**config.mk**
```make
export PLATFORM = sky130hd
export DESIGN_NAME = lut_table
export DESIGN_NICKNAME = d
export VERILOG_FILES = /design/src/rtl/lut_pkg.sv /design/src/rtl/lut_table.sv
export SDC_FILE = /design/constraint.sdc
export NUM_CORES = 1
export LEC_CHECK = 0
export ABC_AREA = 1
export ABC_CLOCK_PERIOD_IN_PS = 1150
export CAP_MARGIN = 20
export CELL_PAD_IN_SITES_DETAIL_PLACEMENT = 0
export CELL_PAD_IN_SITES_GLOBAL_PLACEMENT = 1
export CORE_MARGIN = 2
export CORE_UTILIZATION = 28
export CTS_BUF_LIST = sky130_fd_sc_hd__clkbuf_8
export CTS_CLUSTER_SIZE = 20
export DETAILED_ROUTE_END_ITERATION = 16
export GPL_TIMING_DRIVEN = 0
export PLACE_DENSITY = 0.86
export SLEW_MARGIN = 5
export SYNTH_ARGS = -nofsm -noshare
export SYNTH_HDL_FRONTEND = slang
export SYNTH_SLANG_ARGS = --single-unit
```
**constraint.sdc**
```tcl
create_clock -name clk -period 1.15 [get_ports clk]
set_clock_uncertainty 0.15 [all_clocks]
set_input_delay 0.2875 -clock clk [delete_from_list [all_inputs] [get_ports clk]]
set_output_delay 0.2875 -clock clk [all_outputs]
set_load 0.02 [all_outputs]
```
**src/rtl/lut_pkg.sv**
```systemverilog
// Shared constants and types for the LUT equivalence checker.
// Holds the control FSM encoding, the legal N_IN range and the evaluation payload.
package lut_pkg;

    localparam int unsigned N_IN_MIN = 2;
    localparam int unsigned N_IN_MAX = 6;

    localparam int unsigned ST_W = 2;
    localparam logic [1:0] ST_IDLE  = 2'd0;
    localparam logic [1:0] ST_SWEEP = 2'd1;
    localparam logic [1:0] ST_DONE  = 2'd2;

    typedef struct packed {
        logic ya;
        logic yb;
    } eval_res_t;

endpackage

```
**src/rtl/lut_table.sv**
```systemverilog
// One truth table: whole-table write port plus two independent indexed bit reads
// (one for handshake evaluation, one for the equivalence sweep).
module lut_table
    import lut_pkg::*;
#(
    parameter int unsigned N_IN = 3,
    localparam int unsigned DEPTH = 2**N_IN
) (
    input  logic             clk,
    input  logic             rst_n,
    input  logic             wr_en_i,
    input  logic [DEPTH-1:0] wr_data_i,
    input  logic [N_IN-1:0]  eval_idx_i,
    output logic             eval_bit_c_o,
    input  logic [N_IN-1:0]  sweep_idx_i,
    output logic             sweep_bit_c_o
);

    logic [DEPTH-1:0] mem_q;

    always_ff @(posedge clk or negedge rst_n) begin
        if (!rst_n) begin
            mem_q <= '0;
        end else if (wr_en_i) begin
            mem_q <= wr_data_i;
        end
    end

    // Reads see the pre-write contents, so a same-cycle load does not leak into an evaluation.
    assign eval_bit_c_o  = mem_q[eval_idx_i];
    assign sweep_bit_c_o = mem_q[sweep_idx_i];

endmodule

```
==> results.ini, run 1 <==
[sta]
setup_viol = 2
whs_ps = 184
fin_setup_tns_ps = -748
relSlewSlack_pct = 76.2
finalCriticalPeriod_ps = 1530
finalCritPeriodShare_pct = 133
worst_slack_ps = -377
max_freq_mhz = 655
slew_violations = 0
hold_viol = 0
tightest_slew_ps = 355
rsz0062_at_grt = true

[drt]
drt-initial-drc-count = 21
via_per_inst = 4.74
wl_um = 1230
ant_nets = 0
dr.pass1.iters = 4
drc = 0
wl_per_cell_um = 10.8
vias = 536

[setup_path]
end_kind = output port
path_class = reg -> out
cp_max_fo = 3
r2r_end = mem_q[5]
arrival_ps = 1090
r2r_slack_ps = 270
timing.rr.start = mem_q[5]
crit_required_ps = 710
start_kind = flip-flop
reg2reg_depth = 3
crit_path_start = mem_q[2]

[synthesis]
synthDistinctLibCells = 7
syn_area_um2 = 468
ys_ff_latch = 8
synthTopCellsByArea = dfrtp_1 (43%), nand2_1 (27%), inv_1 (9.6%)
yosysWarnings = 0
syn-num-nets = 90
synth_top_area_share_pct = 42.8
postSynthAreaPerCell_um2 = 6.41
synthCells = 73
yosysTopAreaCell = dfrtp_1
ys_seq_area_share_pct = 42.8

[placed_design]
dp_cells = 107
pre_cts_slack_ps = -1100
globalplace.congestion = 0.775
dp.final_hpwl_um = 831
numPortBuffers = 18
dpl_cell_area_um2 = 673

[floorplan]
start_util_pct = 30.4
rows = 14
die_w_um = 44.9
die_area_um2 = 2010
coreArea_um2 = 1540
ios = 19
die_h_um = 44.9

[final_layout]
drive_gt1_share_pct = 29.9
mostFrequentLayoutCell = nand2_1
area_growth_pct = 59.9
fill_cells = 156
fin_nets = 116
stdcell_count = 113
design_area_um2 = 748
regMostFlops = mem_q
largest_reg_flops = 8
top_regs = mem_q x8
num_antenna_cells = 0
final_cell_mix = nand2_1 (29), clkdlybuf4s50_1 (11), inv_2 (10)

[outcome]
violations = setup timing
outcome = complete, but fails checks

[clock_network]
h-tree-depth = 1
cts_buffers = 3
cts_root_buf = clkbuf_8
clk_latency_ps = 230
clk_transition_reported_paths_ps = 40
cts_tree = done
clock_path_buffers = 2
cts.sinks = 8

[power_and_ir_drop]
power-per-cell-area_nw_per_um2 = 1180
vdd_ir_drop_max_mv = 0.527
power.leakage_nw = 0.400

[grt]
overflow = 0
grt_pass1_wl_um = 1980
grt_max_degree = 11
antenna_found_initial = 0
track_usage_pct = 14.2
grt_pass1_vias = 489

[flow_run]
maxCapViolCount = 0

[min_path]
hp-class = in -> async

-- kinds of logic (layout without fill, tap and decap cells) --
group	after synthesis	after routing	share of synthesized area, %
simple gates	42	42	35.8
buf+inv	15	39	12.8
compound gates	8	8	8.56
flops	8	8	42.8
-- area by class of cell --
class / count / area [um^2] / share of cell area (%)
Sequential cell: 8 / 200 / 26.8
Multi-Input combinational cell: 50 / 235 / 31.4
Timing Repair Buffer: 21 / 191 / 25.6
Buffer: 1 / 7.51 / 1.00
Clock buffer: 3 / 41.3 / 5.52
Inverter: 14 / 52.6 / 7.02
Tap cell: 16 / 20.0 / 2.68
-- metal layers --
| metal | track usage [%] | routed length, um |
|---|---|---|
| met3 | 6.00 | 83 |
| met5 | 0 | 0 |
| met2 | 21.7 | 586 |
| met1 | 16.4 | 534 |
| met4 | 8.82 | 19 |
-- worst max-delay path by stage --
stage / end / slack, ps / depth (start not counted)
final: eval_bit_c_o / -380 / 7
after detailed placement: sweep_bit_c_o / -1100 / 8
after floorplan: eval_bit_c_o / -3 / 6
after global routing: sweep_bit_c_o / -450 / 7
after CTS: eval_bit_c_o / -370 / 7
after global placement: sweep_bit_c_o / -1090 / 8
-- cells in the mapped netlist, drive strengths merged --
library cell,instances
buf,1
dfrtp,8
inv,14
nand2,34
nand3,8
o21ai,8
-- stage by stage --
step	total power, mW	utilization [%]
4_1_cts	0.874	47.2
3_5_place_dp	0.521	43.7
6_report	0.886	48.5
5_1_grt	0.936	48.5
2_1_floorplan	0.417	-
3_3_place_gp	0.521	43.7
-- critical path, cell delays in order, from the launching register on --
cell and delay (ps):
dfrtp_1 360, inv_2 80, nand2_2 60, nand3_2 60
nand2_1 50, nand2_1 70, nand2_2 50, buf_6 120
-- power by group --
part	total, mW	internal [mW]	switching (mW)	leakage, nW
combinational	0.229	0.112	0.118	0.282
clock	0.338	0.227	0.112	0.0216
sequential	0.318	0.308	0.0100	0.0971
total	0.886	0.647	0.239	0.400
-- what timing repair did --
action,4_1_cts,5_1_grt
endpoints found under the setup margin,10,2
gates resized for setup,27,8
hold buffers,0,0
hold endpoints to repair,0,0
buffers inserted,2,1
pin swaps,7,10
No activity file was read; power rests on OpenSTA's default activity.
==> inputs of run 2 (changes only) <==
CAP_MARGIN = unset   (was 20)
HOLD_SLACK_MARGIN = 0.08   (was unset)
SKIP_CTS_REPAIR_TIMING = 1   (was unset)
==> run 2 against run 1 <==
Effect of this change:
- sequential power about the same
- maximum frequency is essentially flat
- highest routed layer unchanged
- the flow still finishes with violations (setup timing)
- non-clock buffer count rose by 1
==> results.ini, run 2 (synthesis results as in run 1) <==
[sta]
rsz0062_at_grt = true
tightest_slew_ps = 358
whs_ps = 185
worst_slack_ps = -378
fin_setup_tns_ps = -743
finalCriticalPeriod_ps = 1530
slew_violations = 0
max_freq_mhz = 655
setup_viol = 2
relSlewSlack_pct = 76.1
finalCritPeriodShare_pct = 133
hold_viol = 0

[power_and_ir_drop]
seqPwrFrac_pct = 35.8
comb_power_share_pct = 26.4
fin_total_pwr_mw = 0.889
power_switching_mw = 0.235
power-per-cell-area_nw_per_um2 = 1140
vdd_ir_drop_max_mv = 0.568
sw_frac_of_total_pct = 26.4
power.leakage_nw = 0.444
p_int_mw = 0.655
clock_power_share_pct = 37.8

[placed_design]
dp.final_hpwl_um = 831
dpl_cell_area_um2 = 673
dp_cells = 107
numPortBuffers = 18
pre_cts_slack_ps = -1100
globalplace.congestion = 0.775

[floorplan]
die_w_um = 44.9
rows = 14
start_util_pct = 30.4
ios = 19
coreArea_um2 = 1540
die_area_um2 = 2010
die_h_um = 44.9

[setup_path]
start_kind = flip-flop
path_class = reg -> out
slowest_delay_ps = 360
arrival_ps = 1090
slowest_stage = dfrtp_1
path_cells = inv_2 -> nand2_1 -> nand3_1 -> nand2_1 -> nand2_1 -> nand2_2 -> buf_6
cp_common_cell = nand2_1
cp_max_fo = 3
path_buf_inv = 2
crit_family = flip-flops
end_kind = output port
r2r_slack_ps = 270
crit_required_ps = 710

[final_layout]
mostFrequentLayoutCell = nand2_1
num_antenna_cells = 0
drive_gt1_share_pct = 27.6
post-route-util_pct = 50.4
fin_nets = 117
design_area_um2 = 777
regMostFlops = mem_q
final_cell_mix = nand2_1 (29), clkdlybuf4s50_1 (11), inv_2 (10)
largest_reg_flops = 8
area_growth_pct = 66.0
stdcell_count = 114
fill_cells = 152
top_regs = mem_q x8

[clock_network]
cts_tree = done
h-tree-depth = 1
clk_latency_ps = 230
clock_path_buffers = 2
cts_buffers = 3
cts_root_buf = clkbuf_8
cts.sinks = 8
clk_transition_reported_paths_ps = 40

[grt]
overflow = 0
grt_pass1_wl_um = 1890
grt_max_degree = 11
track_usage_pct = 13.6
grt_pass1_vias = 462
antenna_found_initial = 0

[min_path]
hp-class = in -> async

[drt]
ant_nets = 0
drc = 0
dr.pass1.iters = 4
drt-initial-drc-count = 19
wl_um = 1150
via_per_inst = 4.68
vias = 533
wl_per_cell_um = 10.1

[flow_run]
maxCapViolCount = 0

[outcome]
violations = setup timing
outcome = complete, but fails checks

## run 2: cell types whose count changed in the layout (fill, tap and decap cells not counted), sizes merged
cell	change
dlygate4sd2	-3
clkbuf	-2
dlymetal6s2s	+5
buf	+1
## run 2: power groups by stage
stage / clock [mW] / combinational, mW / sequential (mW)
global route: 0.361 / 0.261 / 0.321
global placement: 0 / 0.204 / 0.317
detailed placement: 0 / 0.204 / 0.317
CTS: 0.342 / 0.206 / 0.313
floorplan: 0 / 0.101 / 0.316
finish: 0.336 / 0.235 / 0.318
## run 2: cell type report
| class | count | area, um^2 | share of cell area [%] |
|---|---|---|---|
| tap | 16 | 20.0 | 2.58 |
| multi-input combinational | 50 | 230 | 29.6 |
| buffer | 1 | 7.51 | 0.966 |
| clock buffer | 3 | 41.3 | 5.31 |
| sequential | 8 | 200 | 25.8 |
| timing repair buffer | 22 | 225 | 29.0 |
| inverter | 14 | 52.6 | 6.76 |
## run 2: final timing paths
path	start	end	depth (start not counted)
min	rst_n	mem_q[1]	1
min in group clk	wr_en_i	mem_q[5]	2
min reg2reg	mem_q[4]	mem_q[4]	2
max reg2reg	mem_q[1]	mem_q[1]	3
max in group asynchronous	rst_n	mem_q[0]	1
max	mem_q[1]	eval_bit_c_o	7
## run 2: per-layer routing
layer / track usage [%] / part of all wire [%] / up-vias
met5: 0 / 0 / -
met4: 8.82 / 1.6 / 0
met3: 6.00 / 5.7 / 2
met2: 20.0 / 45 / 18
met1: 16.1 / 47 / 243
li1: - / - / 270
